===== src/rtl/sd_image_reader.sv =====
// sd_image_reader
//   Read-path sequencer for the SD card subsystem. On a rising edge of
//   image_read_req it reads IMAGE_SEC_NUM consecutive sectors, starting at
//   IMAGE_START_SEC, through the SD controller's single-sector read interface.
//   Every received 16-bit word goes to the image FIFO (toward DDR) one cycle
//   later. A sector read starts only when the FIFO has room for a whole sector.
//
// Ports
//   clk, rst          : SD reference clock, synchronous active-high reset
//   sd_init_done      : card initialised; only checked when a request arrives
//   image_read_req    : request level; its rising edge starts an image read
//   rd_busy           : controller read busy
//   rd_val_en/_data   : controller read data strobe and word
//   rd_start_en       : one-cycle sector read start pulse
//   rd_sec_addr       : sector address, held stable between starts
//   fifo_full/_len    : FIFO write-side full flag and fill count
//   fifo_wr_en/_data  : FIFO write port
//   reader_busy       : image transfer in progress
//   image_done_n      : low once an image is complete, until the next request
//   sec_err           : sticky, a sector delivered a word count != SEC_WORDS
//   ovf_err           : sticky, a write was presented while fifo_full was set
module sd_image_reader #(
  parameter logic [31:0] IMAGE_START_SEC = 32'd16000,
  parameter int unsigned IMAGE_SEC_NUM   = 1200,
  parameter int unsigned SEC_WORDS       = 256,
  parameter int unsigned FIFO_DEPTH      = 2048,
  parameter int unsigned FIFO_LEN_W      = 11
) (
  input  logic                  clk,
  input  logic                  rst,
  input  logic                  sd_init_done,
  input  logic                  image_read_req,
  input  logic                  rd_busy,
  input  logic                  rd_val_en,
  input  logic [15:0]           rd_val_data,
  output logic                  rd_start_en,
  output logic [31:0]           rd_sec_addr,
  input  logic                  fifo_full,
  input  logic [FIFO_LEN_W-1:0] fifo_len,
  output logic                  fifo_wr_en,
  output logic [15:0]           fifo_wr_data,
  output logic                  reader_busy,
  output logic                  image_done_n,
  output logic                  sec_err,
  output logic                  ovf_err
);

  localparam logic [2:0] IDLE       = 3'd0;
  localparam logic [2:0] WAIT_SPACE = 3'd1;
  localparam logic [2:0] START      = 3'd2;
  localparam logic [2:0] WAIT_BUSY  = 3'd3;
  localparam logic [2:0] RECV       = 3'd4;
  localparam logic [2:0] NEXT       = 3'd5;
  localparam logic [2:0] DONE       = 3'd6;

  localparam int unsigned SPACE_LIMIT = FIFO_DEPTH - SEC_WORDS;
  localparam logic [15:0] LAST_SEC    = 16'(IMAGE_SEC_NUM - 1);
  localparam logic [8:0]  SEC_WORDS_C = 9'(SEC_WORDS);
  localparam logic [8:0]  WORD_MAX    = '1;

  logic [2:0]  state;
  logic [15:0] sec_cnt;
  logic [8:0]  word_cnt;
  logic [8:0]  word_cnt_next;
  logic        req_d1;
  logic        req_edge;
  logic        space_ok;
  logic        data_phase;
  logic        take_word;

  assign req_edge   = image_read_req & ~req_d1;
  assign space_ok   = !rd_busy && !fifo_full && (32'(fifo_len) <= SPACE_LIMIT);
  assign data_phase = (state == WAIT_BUSY) || (state == RECV);
  assign take_word  = data_phase && rd_val_en;

  // Count including the word arriving this cycle, so a word that coincides
  // with the rd_busy fall is part of the end-of-sector length check.
  always_comb begin
    word_cnt_next = word_cnt;
    if (take_word && (word_cnt != WORD_MAX)) begin
      word_cnt_next = word_cnt + 9'd1;
    end
  end

  always_ff @(posedge clk) begin
    if (rst) begin
      state        <= IDLE;
      sec_cnt      <= '0;
      word_cnt     <= '0;
      req_d1       <= 1'b0;
      rd_start_en  <= 1'b0;
      rd_sec_addr  <= IMAGE_START_SEC;
      fifo_wr_en   <= 1'b0;
      fifo_wr_data <= '0;
      reader_busy  <= 1'b0;
      image_done_n <= 1'b1;
      sec_err      <= 1'b0;
      ovf_err      <= 1'b0;
    end else begin
      req_d1      <= image_read_req;
      rd_start_en <= 1'b0;
      fifo_wr_en  <= take_word;
      if (take_word) begin
        fifo_wr_data <= rd_val_data;
      end
      word_cnt <= word_cnt_next;
      if (fifo_wr_en && fifo_full) begin
        ovf_err <= 1'b1;
      end

      case (state)
        IDLE: begin
          if (req_edge && sd_init_done) begin
            sec_cnt      <= '0;
            image_done_n <= 1'b1;
            sec_err      <= 1'b0;
            ovf_err      <= 1'b0;
            reader_busy  <= 1'b1;
            state        <= WAIT_SPACE;
          end
        end
        // The rd_busy=0 condition also drains a read left in flight by a reset.
        WAIT_SPACE: begin
          if (space_ok) begin
            rd_start_en <= 1'b1;
            rd_sec_addr <= IMAGE_START_SEC + {16'b0, sec_cnt};
            state       <= START;
          end
        end
        START: begin
          word_cnt <= '0;
          state    <= WAIT_BUSY;
        end
        WAIT_BUSY: begin
          if (rd_busy) begin
            state <= RECV;
          end
        end
        RECV: begin
          if (!rd_busy) begin
            if (word_cnt_next != SEC_WORDS_C) begin
              sec_err <= 1'b1;
            end
            state <= NEXT;
          end
        end
        NEXT: begin
          if (sec_cnt == LAST_SEC) begin
            state <= DONE;
          end else begin
            sec_cnt <= sec_cnt + 16'd1;
            state   <= WAIT_SPACE;
          end
        end
        DONE: begin
          image_done_n <= 1'b0;
          reader_busy  <= 1'b0;
          state        <= IDLE;
        end
        default: state <= IDLE;
      endcase
    end
  end

endmodule

===== config.mk =====
export PLATFORM = sky130hd
export DESIGN_NAME = sd_image_reader
export DESIGN_NICKNAME = d
export VERILOG_FILES = /design/src/rtl/sd_image_reader.sv
export SDC_FILE = /design/constraint.sdc
export NUM_CORES = 1
export LEC_CHECK = 0
export BUFFER_PORTS_ARGS = -buffer_cell sky130_fd_sc_hd__buf_4
export CORE_MARGIN = 1.5
export CORE_UTILIZATION = 52
export DETAILED_ROUTE_END_ITERATION = 16
export GPL_ROUTABILITY_DRIVEN = 1
export PLACE_DENSITY = 0.79
export SLEW_MARGIN = 20
export SYNTH_ARGS = -nofsm -noshare
export SYNTH_HDL_FRONTEND = slang
export SYNTH_SLANG_ARGS = --single-unit
export TNS_END_PERCENT = 1

===== constraint.sdc =====
create_clock -name clk -period 3.32 [get_ports clk]
set_input_delay 0.664 -clock clk [delete_from_list [all_inputs] [get_ports clk]]
set_output_delay 0.664 -clock clk [all_outputs]
set_load 0.03 [all_outputs]

Yosys cells after proc, flatten, opt, wreduce, memory -nomap -nowiden
Index checks and enable logic that the tools add are counted.
{ "word_totals": {"in_bits": 34, "word_cells": 74, "regBits": 83, "out_inout_bits": 54} }
{ "op_classes": {"add_sub_neg": 3, "n_mux": 20, "n_lt_le_gt_ge": 1, "reduce_logical": 20, "bitwise": 3, "n_eq_ne": 15} }
{ "op_table": {"columns": ["op", "n"], "rows": [
  ["16-bit two-way mux", 2],
  ["16-bit one-hot mux with 2 select lines", 1],
  ["9-bit != test (second input constant)", 2],
  ["3-bit one-hot mux with 6 select lines", 1],
  ["14-bit by 16-bit adder with 17-bit output (first input constant)", 1],
  ["16-bit by 1-bit adder with 16-bit output (second input constant)", 1],
  ["16-bit by 11-bit == test with 1-bit output (second input constant)", 1],
  ["3-bit two-way mux", 5],
  ["11-bit less-or-equal comparator (second input constant)", 1],
  ["2-bit != test (second input constant)", 5],
  ["9-bit by 1-bit adder with 9-bit output (second input constant)", 1],
  ["3-bit == test (second input constant)", 3],
  ["9-bit two-way mux", 1],
  ["1-bit two-way mux", 8],
  ["4-bit AND reduction", 2],
  ["3-bit by 2-bit == test with 1-bit output (second input constant)", 2],
  ["1-bit logical AND", 6],
  ["2-bit nonzero test", 3],
  ["1-bit one-hot mux with 2 select lines", 2],
  ["2-bit AND reduction", 2],
  ["2-bit OR reduction", 2],
  ["3-bit by 1-bit == test with 1-bit output (second input constant)", 1],
  ["3-bit zero test", 1],
  ["3-bit AND reduction", 1],
  ["5 further kinds", 7]
]} }

Longest topological paths before layout
Gate-level depths: netlist (run 1).
{ "depth": {"depth_word": 9, "depth_mapped": 9, "ltp_nobuf": 8} }

Worst setup path after synthesis (run 1)
Ideal clock, no wire load.
{ "synth_timing": {"path_type": "register -> register", "startpoint": "register word_cnt[0]", "endpoint": "register sec_err", "arrival_ps": 2181, "slack_ps": 1006, "t_required_ps": 3187, "path_stages_with_launch": 10, "period_less_slack_ps": 2314, "setup_time_ps": 133, "cell_sequence": "dfxtp_1 ha_1 nand3_1 nor2_1 ha_1 o21ba_1 buf_2 or4b_1 a221oi_1 o211ai_1"} }
{ "synth_between": {"elab_chain_cells": 6} }
{ "synth_lines": {"columns": ["element", "line", "source"], "rows": [
  ["from (decl)", "63", "logic [8:0] word_cnt;"],
  ["from (signal assigned)", "106", "word_cnt <= word_cnt_next;"],
  ["branches (longest 2 deep; another with 9-bit by 1-bit adder with 9-bit output)", null, null],
  ["9-bit two-way mux *", "80", "if (take_word && (word_cnt != WORD_MAX)) begin"],
  ["9-bit != test *", "141", "if (word_cnt_next != SEC_WORDS_C) begin"],
  ["2-bit by 1-bit != test with 1-bit output (no line) *", null, null],
  ["4-bit AND reduction (no line) *", null, null],
  ["to (signal assigned)", "97", "sec_err <= 1'b0;"],
  ["to (signal assigned)", "116", "sec_err <= 1'b0;"],
  ["to (signal assigned)", "142", "sec_err <= 1'b1;"],
  ["to (decl)", "44", "output logic sec_err,"]
]} }
Mark *: on every way between the ends.
A chain may end at the register's enable or synchronous reset.

Worst setup path after layout (run 1)
Ends and elaborated chain as after synthesis.

==> results of run 1 <==
[registers in the layout (all words and copies together), names as in the netlist]
name and count:
word_cnt 9, ovf_err 1, sec_cnt 16, rd_sec_addr 17
image_done_n 1, fifo_wr_en 1, state 3, sec_err 1
rd_start_en 1, fifo_wr_data 16, req_d1 1, reader_busy 1
[kinds of logic (layout without fill, tap and decap cells)]
family | after synthesis | count (layout)
AND/OR/NAND/NOR | 161 | 161
AO/OA/AOI/OAI | 75 | 75
flip-flops | 68 | 68
buffers and inverters | 45 | 96
XOR/XNOR | 18 | 18
multiplexers | 14 | 14
adder cells (fa/ha/maj) | 4 | 4
other | 1 | 15
[area by class of cell]
type	instances	area, µm²
timing repair buffer	74	556
fill	520	2020
inverter	6	22.5
multi-input combinational	287	1690
clock inverter	6	111
sequential	68	1360
tap	75	93.8
clock buffer	10	138
[layout by cell type, fill, tap and decap left out, drive strengths merged, types with 5 or more instances in the layout]
cell type / Yosys / routed
dfxtp: 68 / 68
nor4: 7 / 7
or3: 9 / 9
nand2b: 5 / 5
nand2: 63 / 63
inv: 5 / 5
a21oi: 36 / 36
or4: 6 / 6
mux2i: 14 / 14
conb: 1 / 15
nor3: 7 / 7
buf: 25 / 74
o31ai: 5 / 5
o211ai: 7 / 7
nand4: 7 / 7
nor2: 28 / 28
o21ai: 9 / 9
xor2: 9 / 9
nand3: 9 / 9
xnor2: 9 / 9
clkbuf: 14 / 10
[through the flow]
step,cell area (µm²),power (mW),setup slack (ns),hold WS [ns]
after floorplan,3300,0.937,1.01,0.466
after detailed placement,3720,0.967,0.809,0.437
after global routing,3970,1.85,0.575,0.478
final,3970,1.79,0.779,0.448
after global placement,3720,0.965,0.910,0.436
after CTS,3970,1.80,0.780,0.449
[worst max-delay path: cells and delay by family (launching register included)]
kind,cells,cell delay [ns]
DFF,1,0.41
adders and majority gates,2,0.55
and+or+nand+nor,3,0.72
AOI/OAI and AO/OA,3,0.73
[how the worst min path moves through the flow]
stage | depth (start not counted) | from | to
2_1_floorplan | 2 | word_cnt[8] | word_cnt[8]
3_3_place_gp | 2 | image_done_n | image_done_n
3_5_place_dp | 2 | image_done_n | image_done_n
4_1_cts | 2 | image_done_n | image_done_n
5_1_grt | 2 | fifo_wr_data[3] | fifo_wr_data[3]
6_report | 2 | image_done_n | image_done_n
[power by group through the flow]
stage,logic [mW],clock network (mW),registers (mW)
6_report,0.120,0.838,0.828
5_1_grt,0.131,0.886,0.829
4_1_cts,0.120,0.848,0.828
3_5_place_dp,0.120,0,0.847
3_3_place_gp,0.118,0,0.847
2_1_floorplan,0.0862,0,0.850
[routing by layer]
metal	vias to the layer above	share of wire (%)
met1	1327	45
met3	11	6.4
met5	-	0
met2	84	47
li1	1449	-
met4	0	1.5
==> key figures, run 1 <==
Status
  • Outcome: complete, no violations

Clock tree
  • Hold buffers post-CTS: 0
  • CTS tree: built
  • Post-cts gate resize count: 0
  • Clock transition at path regs: 0.07 ns
  • Clk buf depth: 2
  • Clk sinks: 68
  • Clock Latency Late Sink: 0.35 ns
  • H-tree depth: 3
  • Post-CTS Setup Bufs: 0
  • TritonCTS Buffers: 9
  • Root Buffer Master: clkbuf_8

Global route
  • Met1 Use GR: 28.7%
  • First-pass GRT wire length: 11.6 mm
  • GRT Util Overall: 22.7%
  • Gr busiest metal: met2
  • Largest net degree at the start of global routing: 36
  • GR Layer Usage met2: 36.4%
  • Vias in the first global route: 2,592
  • Aggregate global routing overflow: 0
  • Initial antenna violation count: 0
  • GR Util met3: 7.00%

Worst setup path
  • Crit path from: word_cnt[0]
  • Startpoint Class: register
  • Critical Path Fanout Max: 10
  • Worst R2R Path Depth: 8
  • Reg-to-reg endpoint: sec_err
  • Req. time, crit path: 3.54 ns
  • Largest stage delay, worst path: 0.52 ns
  • CP arrival: 2.77 ns
  • Crit Reg-Reg Startpoint: word_cnt[0]
  • Worst-path cell chain: ha_1, nand3_1, nor2_1, ha_1, o21ba_1, or4b_1, a221oi_1, o211ai_1
  • CP endpoint: sec_err
  • Reg-to-reg setup timing slack: 0.78 ns
  • Worst path most repeated cell: ha_1
  • Critical path type: reg -> reg
  • CP max stage cell: or4b_1
  • Worst setup EP type: register

Synth
  • Netlist cell types: 52
  • XOR/XNOR Fraction of Synth Area: 4.85%
  • Top-count cell post-synth: dfxtp_1
  • Ranking of synthesized cells by instance count: dfxtp_1 (68), nand2_1 (63), a21oi_1 (36), nor2_1 (28), buf_4 (16)
  • Most used flip-flop cell after synthesis: dfxtp_1
  • Synthesized flop and latch total: 68
  • EDFF count, synth: 0
  • Compound-Gate Fraction of Synth Area: 14.6%
  • Adder-cell share of the synthesized area: 1.54%
  • Post-synthesis cell area: 3250 µm²
  • Mean Syn Cell Area: 8.42 µm²
  • Share of synthesized flip-flops with an asynchronous set or reset: 0%
  • Synthesized instance count: 386
  • Top cell type's share of synthesized area: 41.9%
  • Warnings, synthesis: 0
  • Synth area leader: dfxtp_1
  • Synth area leaders: dfxtp_1 (42%), nand2_1 (7.3%), a21oi_1 (5.5%), mux2i_1 (4.3%), buf_4 (3.7%)
  • Largest family of logic cells by synthesized area: simple AND/OR/NAND/NOR gates
  • Register area share after synthesis: 41.9%
  • Post-Synth Simple-Gate Area: 25.0%
  • Mux contribution to synthesized area: 4.31%

Floorplan
  • Core Region: 5990 µm²
  • Die ar.: 6730 µm²
  • Site Rows: 28
  • Initial Util: 54.2%
  • Die X: 82.1 µm
  • Boundary pin count: 88
  • Die Height: 82.1 µm

STA
  • RSZ-0062 raised after global routing: false
  • FMAX: 394 MHz
  • Count of pins over their slew limit: 0
  • Final worst path period need: 2.54 ns
  • Max_slew headroom: 64.7%
  • Final cycle utilization of the critical path: 76.5%
  • Final Hold Viols: 0
  • Final TNS setup: 0 ns
  • Final Setup Violations: 0
  • Worst slew pin tran: 0.529 ns
  • Clock Skews: 0.00661 ns

Power
  • Power Density: 450 nW/µm²
  • Sw Ratio: 22.4%
  • Internal Power: 1.39 mW
  • Peak VDD IR: 0.347 mV
  • Sw Pwr: 0.400 mW
  • Combinational Power Share: 6.7%
  • P_leak: 1.64 nW
  • Flop pwr share: 46.4%
  • Clock Power Share: 46.9%

Detailed routing
  • Vias per cell: 5.46
  • DRC Markers: 0
  • Routed Antenna Nets: 0
  • Routed WL: 7.26 mm
  • Routed WL per cell: 13.8 µm
  • DR iter-0 viols: 119
  • Routed via count: 2,871
  • Number of detailed-route iterations in the first pass: 4

Placement
  • Post-placement cell count: 510
  • Placer Congestion: 0.854
  • Post-DP HPWL: 5.12 mm
  • Port buffer count: 72

Final layout
  • Layout cells sized above 1: 21.5%
  • Synth-to-Final Area Change: 22.2%
  • # nets final: 484
  • Layout Utilization: 66.3%
  • N_diodes: 0
  • Fin cells: 526

Flow run
  • Max-cap violations: 0

Min path
  • Hold crit path type: reg -> reg
(Power assumes the default switching activity.)
==> run 2, diff against run 1 <==
--- a/config.mk
+++ b/config.mk
@@ -7,10 +7,10 @@
 export LEC_CHECK = 0
 export BUFFER_PORTS_ARGS = -buffer_cell sky130_fd_sc_hd__buf_4
 export CORE_MARGIN = 1.5
-export CORE_UTILIZATION = 52
+export CORE_UTILIZATION = 47
 export DETAILED_ROUTE_END_ITERATION = 16
 export GPL_ROUTABILITY_DRIVEN = 1
-export PLACE_DENSITY = 0.79
+export PLACE_DENSITY = 0.76
 export SLEW_MARGIN = 20
 export SYNTH_ARGS = -nofsm -noshare
 export SYNTH_HDL_FRONTEND = slang
==> constraint.sdc (replaced) <==
create_clock -name clk -period 2.05 [get_ports clk]
set_input_delay 0.41 -clock clk [delete_from_list [all_inputs] [get_ports clk]]
set_output_delay 0.41 -clock clk [all_outputs]
set_load 0.03 [all_outputs]
==> key figures, run 2 (synthesis results as in run 1) <==
Worst setup path
  • Worst setup EP type: register
  • Worst R2R Path Depth: 8
  • Reg-to-reg setup timing slack: 0.02 ns
  • Largest stage delay, worst path: 0.48 ns
  • Critical path type: reg -> reg
  • Crit Reg-Reg Startpoint: word_cnt[0]
  • CP endpoint: sec_err
  • Req. time, crit path: 2.28 ns
  • CP max stage cell: or4b_1
  • Critical Path Fanout Max: 5
  • CP arrival: 2.25 ns
  • Crit path from: word_cnt[0]
  • Worst-path cell chain: ha_4, nand3_1, nor2_1, ha_2, o21ba_1, or4b_1, a221oi_2, o211ai_1
  • Reg-to-reg endpoint: sec_err
  • Startpoint Class: register

Floorplan
  • Initial Util: 48.1%
  • Die X: 86.1 µm
  • Site Rows: 30
  • Die Height: 86.1 µm
  • Core Region: 6760 µm²
  • Die ar.: 7420 µm²
  • Boundary pin count: 88

Final layout
  • Fin cells: 554
  • # nets final: 507
  • Biggest regs: rd_sec_addr (17), fifo_wr_data (16), sec_cnt (16)
  • Final Cell Area: 4140 µm²
  • Top reg by flops: rd_sec_addr
  • Commonest cells after routing, fill and taps aside: buf_4 (97), dfxtp_1 (66), nand2_1 (63)
  • Most common cell after layout, fill and taps aside: buf_4
  • Max reg flops: 17
  • Synth-to-Final Area Change: 27.4%
  • Layout fillers: 597
  • N_diodes: 0
  • Layout cells sized above 1: 27.0%

Detailed routing
  • DRC Markers: 0
  • Number of detailed-route iterations in the first pass: 5
  • DR iter-0 viols: 132
  • Routed Antenna Nets: 0
  • Routed WL per cell: 13.5 µm
  • Routed WL: 7.50 mm
  • Vias per cell: 5.31
  • Routed via count: 2,942

Power
  • P_leak: 1.73 nW
  • Power Density: 642 nW/µm²
  • Peak VDD IR: 0.320 mV
  • Total Power: 2.66 mW

Clock tree
  • Clock Latency Late Sink: 0.35 ns
  • H-tree depth: 3
  • Root Buffer Master: clkbuf_8
  • Clock transition at path regs: 0.08 ns
  • Clk sinks: 68
  • TritonCTS Buffers: 9
  • Clk buf depth: 2
  • CTS tree: built

Placement
  • Post-DP HPWL: 5.32 mm
  • Post-placement cell count: 538
  • Pre-CTS setup slack: 0.0110 ns
  • Area after DPL: 3930 µm²
  • Placer Congestion: 0.839
  • Port buffer count: 72

STA
  • Final cycle utilization of the critical path: 98.9%
  • FMAX: 493 MHz
  • Final Hold Viols: 0
  • Count of pins over their slew limit: 0
  • Clock Skews: 0.0117 ns
  • Worst slew pin tran: 0.501 ns
  • Final worst path period need: 2.03 ns
  • RSZ-0062 raised after global routing: true
  • Setup slack after layout: 0.0217 ns
  • Final Setup Violations: 0
  • Max_slew headroom: 66.1%

Global route
  • Vias in the first global route: 2,642
  • First-pass GRT wire length: 12.0 mm
  • Largest net degree at the start of global routing: 35
  • Aggregate global routing overflow: 0
  • GRT Util Overall: 20.4%
  • Initial antenna violation count: 0

Min path
  • Hold crit path type: in -> reg

Status
  • Outcome: complete, no violations

Flow run
  • Max-cap violations: 0
## run 2: cell count changes in the layout (fill, tap and decap cells not counted), moves of 2 or more
cell,delta
dfxtp_1,-2
bufinv_16,-2
clkinv_4,+2
ha_1,-3
ha_2,+2
dfxtp_4,+2
buf_4,+23
## run 2: critical path: cells and delay by family, from the launching register on
kind                       cells  cell delay, ns
and+or+nand+nor                3            0.67
AOI/OAI and AO/OA              3            0.52
DFF                            1            0.38
adders and majority gates      2            0.33
## run 2: how the worst min path moves through the flow
stage	start	end	slack [ns]	depth (start not counted)
2_1_floorplan	word_cnt[8]	word_cnt[8]	0.47	2
3_3_place_gp	image_done_n	image_done_n	0.44	2
3_5_place_dp	image_done_n	image_done_n	0.44	2
4_1_cts	image_read_req	req_d1	0.27	2
5_1_grt	image_read_req	req_d1	0.26	2
6_report	image_read_req	req_d1	0.28	2
## run 2: what timing repair did
| item | in CTS | in global routing |
|---|---|---|
| resized for setup | 0 | 4 |
| setup endpoints to repair | 1 | 9 |
| pin swaps | 1 | 3 |
| setup buffers | 0 | 0 |
| hold buffers | 0 | 0 |
| hold endpoints to repair | 0 | 0 |
## run 2: power breakdown
part           switching, mW  total, mW  internal, mW
combinational          0.128      0.209        0.0816
sequential           0.00477       1.33          1.33
clock                  0.547       1.11         0.567
## run 2: area by class of cell
type	instances	area, µm²	share of cell area (%)
Tap cell	80	100	2.42
Timing Repair Buffer	97	728	17.6
Sequential cell	68	1370	33.1
Multi-Input combinational cell	287	1720	41.6
Inverter	6	22.5	0.544
Clock buffer	9	124	2.99
Clock inverter	7	75.1	1.81
## run 2: layer usage
metal / up-vias / global-route usage (%) / share of wire (%)
met5: - / 0 / 0
met4: 0 / 10.3 / 0.41
met3: 4 / 4.33 / 5.9
met2: 97 / 33.6 / 48
met1: 1347 / 25.3 / 45
li1: 1494 / - / -
## run 2: through the flow
step | hold WS, ns | utilization [%] | setup TNS (ns)
3_5_place_dp | 0.439 | 58.1 | 0
6_report | 0.280 | 61.3 | 0
4_1_cts | 0.266 | 61.1 | 0
5_1_grt | 0.264 | 61.3 | -0.0919
3_3_place_gp | 0.436 | 58.1 | 0
2_1_floorplan | 0.468 | - | -0.0683
==> run 3, diff against run 2 <==
--- a/config.mk
+++ b/config.mk
@@ -6,11 +6,13 @@
 export NUM_CORES = 1
 export LEC_CHECK = 0
 export BUFFER_PORTS_ARGS = -buffer_cell sky130_fd_sc_hd__buf_4
-export CORE_MARGIN = 1.5
+export CAP_MARGIN = 20
+export CORE_MARGIN = 2
 export CORE_UTILIZATION = 47
 export DETAILED_ROUTE_END_ITERATION = 16
 export GPL_ROUTABILITY_DRIVEN = 1
 export PLACE_DENSITY = 0.76
+export RECOVER_POWER = 25
 export SLEW_MARGIN = 20
 export SYNTH_ARGS = -nofsm -noshare
 export SYNTH_HDL_FRONTEND = slang
==> key figures, run 3 (synthesis results as in run 1) <==
Clock tree
  • TritonCTS Buffers: 9
  • H-tree depth: 3
  • Root Buffer Master: clkbuf_8
  • Clock transition at path regs: 0.08 ns
  • Clock Latency Late Sink: 0.35 ns
  • Clk buf depth: 2
  • Hold buffers post-CTS: 0
  • Clk sinks: 68
  • CTS tree: built

Final layout
  • Biggest regs: rd_sec_addr (17), fifo_wr_data (16), sec_cnt (16)
  • Layout cells sized above 1: 22.2%
  • Top reg by flops: rd_sec_addr
  • Final Cell Area: 4060 µm²
  • Most common cell after layout, fill and taps aside: buf_4
  • N_diodes: 0
  • Max reg flops: 17
  • # nets final: 506
  • Synth-to-Final Area Change: 25.0%
  • Layout fillers: 594
  • Commonest cells after routing, fill and taps aside: buf_4 (70), dfxtp_1 (66), nand2_1 (63)

Status
  • Failing checks: capacitance limit, slew limit
  • Outcome: complete, but fails checks

Global route
  • First-pass GRT wire length: 12.7 mm
  • Largest net degree at the start of global routing: 35
  • Initial antenna violation count: 0
  • Vias in the first global route: 2,710
  • Aggregate global routing overflow: 0
  • GRT Util Overall: 21.2%

STA
  • Clock Skews: 0.00752 ns
  • Final worst path period need: 2.03 ns
  • Final TNS setup: 0 ns
  • RSZ-0062 raised after global routing: true
  • Count of pins over their slew limit: 35
  • Worst slew pin tran: 1.53 ns
  • Final Setup Violations: 0
  • FMAX: 493 MHz
  • Final cycle utilization of the critical path: 99.0%
  • Max_slew headroom: -2.28%
  • Final Hold Viols: 0

Min path
  • Hold crit path type: in -> reg
  • Hold Path Depth: 2
  • Worst hold start: image_read_req
  • Hold EP: req_d1

Power
  • Peak VDD IR: 0.335 mV
  • Power Density: 662 nW/µm²
  • P_leak: 1.63 nW

Worst setup path
  • Req. time, crit path: 2.28 ns
  • Worst-path cell chain: ha_4, nand3_1, nor2_1, ha_2, o21ba_1, or4b_1, a221oi_2, o211ai_1
  • Startpoint Class: register
  • CP max stage cell: or4b_1
  • Worst path top cell family by delay: simple AND/OR/NAND/NOR gates
  • Crit Reg-Reg Startpoint: word_cnt[0]
  • Reg-to-reg endpoint: sec_err
  • CP arrival: 2.26 ns
  • Reg-to-reg setup timing slack: 0.02 ns
  • Crit path buf inv count: 0
  • Critical Path Fanout Max: 5
  • Worst setup EP type: register
  • Largest stage delay, worst path: 0.50 ns
  • Critical path type: reg -> reg
  • Worst R2R Path Depth: 8

Floorplan
  • Die ar.: 7590 µm²
  • Core Region: 6760 µm²
  • Boundary pin count: 88
  • Die X: 87.1 µm
  • Initial Util: 48.1%
  • Die Height: 87.1 µm
  • Site Rows: 30

Detailed routing
  • Routed WL: 7.86 mm
  • Routed WL per cell: 14.2 µm
  • DRC Markers: 0
  • Routed Antenna Nets: 0
  • DR iter-0 viols: 166
  • Routed via count: 2,984
  • Vias per cell: 5.40
  • Number of detailed-route iterations in the first pass: 4

Placement
  • Port buffer count: 72
  • Post-DP HPWL: 5.54 mm
  • Area after DPL: 3910 µm²
  • Placer Congestion: 0.845

Flow run
  • Max-cap violations: 1
==> run 3: cell count changes in the layout (fill, tap and decap cells not counted), sizes merged <==
cell,change
buf,-27
clkbuf,+26
clkinv,-4
clkinvlp,+2
inv,+1
o21a,+1
==> run 3: worst reg2reg max path, cell delays in order (launching register included) <==
cell      delay [ns]
dfxtp_4         0.39
ha_4            0.13
nand3_1         0.07
nor2_1          0.11
ha_2            0.18
o21ba_1         0.15
or4b_1          0.50
a221oi_2        0.27
o211ai_1        0.11
==> run 3: area by class of cell <==
cell class	count	area [µm²]	area share (%)
multi-input combinational	288	1740	42.9
tap	80	100	2.47
clock inverter	6	71.3	1.76
timing repair buffer	95	619	15.3
sequential	68	1370	33.7
clock buffer	10	138	3.39
inverter	6	22.5	0.555
==> run 3: worst max-delay path by stage <==
stage                startpoint           to  slack [ns]  cells after the start
floorplan           word_cnt[0]      sec_err       -0.07                      9
global placement     sec_cnt[0]  sec_cnt[11]        0.09                      6
detailed placement   sec_cnt[0]   sec_cnt[8]       -0.04                      6
CTS                  sec_cnt[0]  sec_cnt[12]        0.01                      6
global route        word_cnt[0]      sec_err       -0.09                      8
finish              word_cnt[0]      sec_err        0.02                      8
==> run 3: metal layers <==
layer  vias to the layer above  track usage [%]  part of all wire, %
met5                         -                0                    0
met4                         0             7.27                  1.3
met3                         9             6.92                  7.3
met2                       106             33.3                   48
met1                      1373             27.3                   44
li1                       1496                -                    -
==> run 3: through the flow <==
step / power (mW) / setup WS (ns) / instances / utilization [%] / hold slack, ns
2_1_floorplan: 1.52 / -0.0683 / 400 / - / 0.468
3_3_place_gp: 1.57 / 0.0876 / 536 / 57.9 / 0.435
3_5_place_dp: 1.57 / -0.0353 / 536 / 57.9 / 0.442
4_1_cts: 2.72 / 0.0146 / 553 / 61.3 / 0.277
5_1_grt: 2.80 / -0.0895 / 553 / 60.1 / 0.272
6_report: 2.69 / 0.0202 / 553 / 60.1 / 0.292
==> run 3: power breakdown <==
| part | switching [mW] | total [mW] | internal (mW) |
|---|---|---|---|
| sequential | 0.00469 | 1.33 | 1.33 |
| combinational | 0.131 | 0.206 | 0.0750 |
| clock | 0.544 | 1.15 | 0.605 |
| total | 0.680 | 2.69 | 2.01 |
==> run 3: timing repair <==
action                     CTS  global route
buffers inserted             0             0
hold endpoints to repair     0             0
setup endpoints to repair    5            14
pin swaps                    1             0
gates cloned                 1             0
resized for setup            3             3
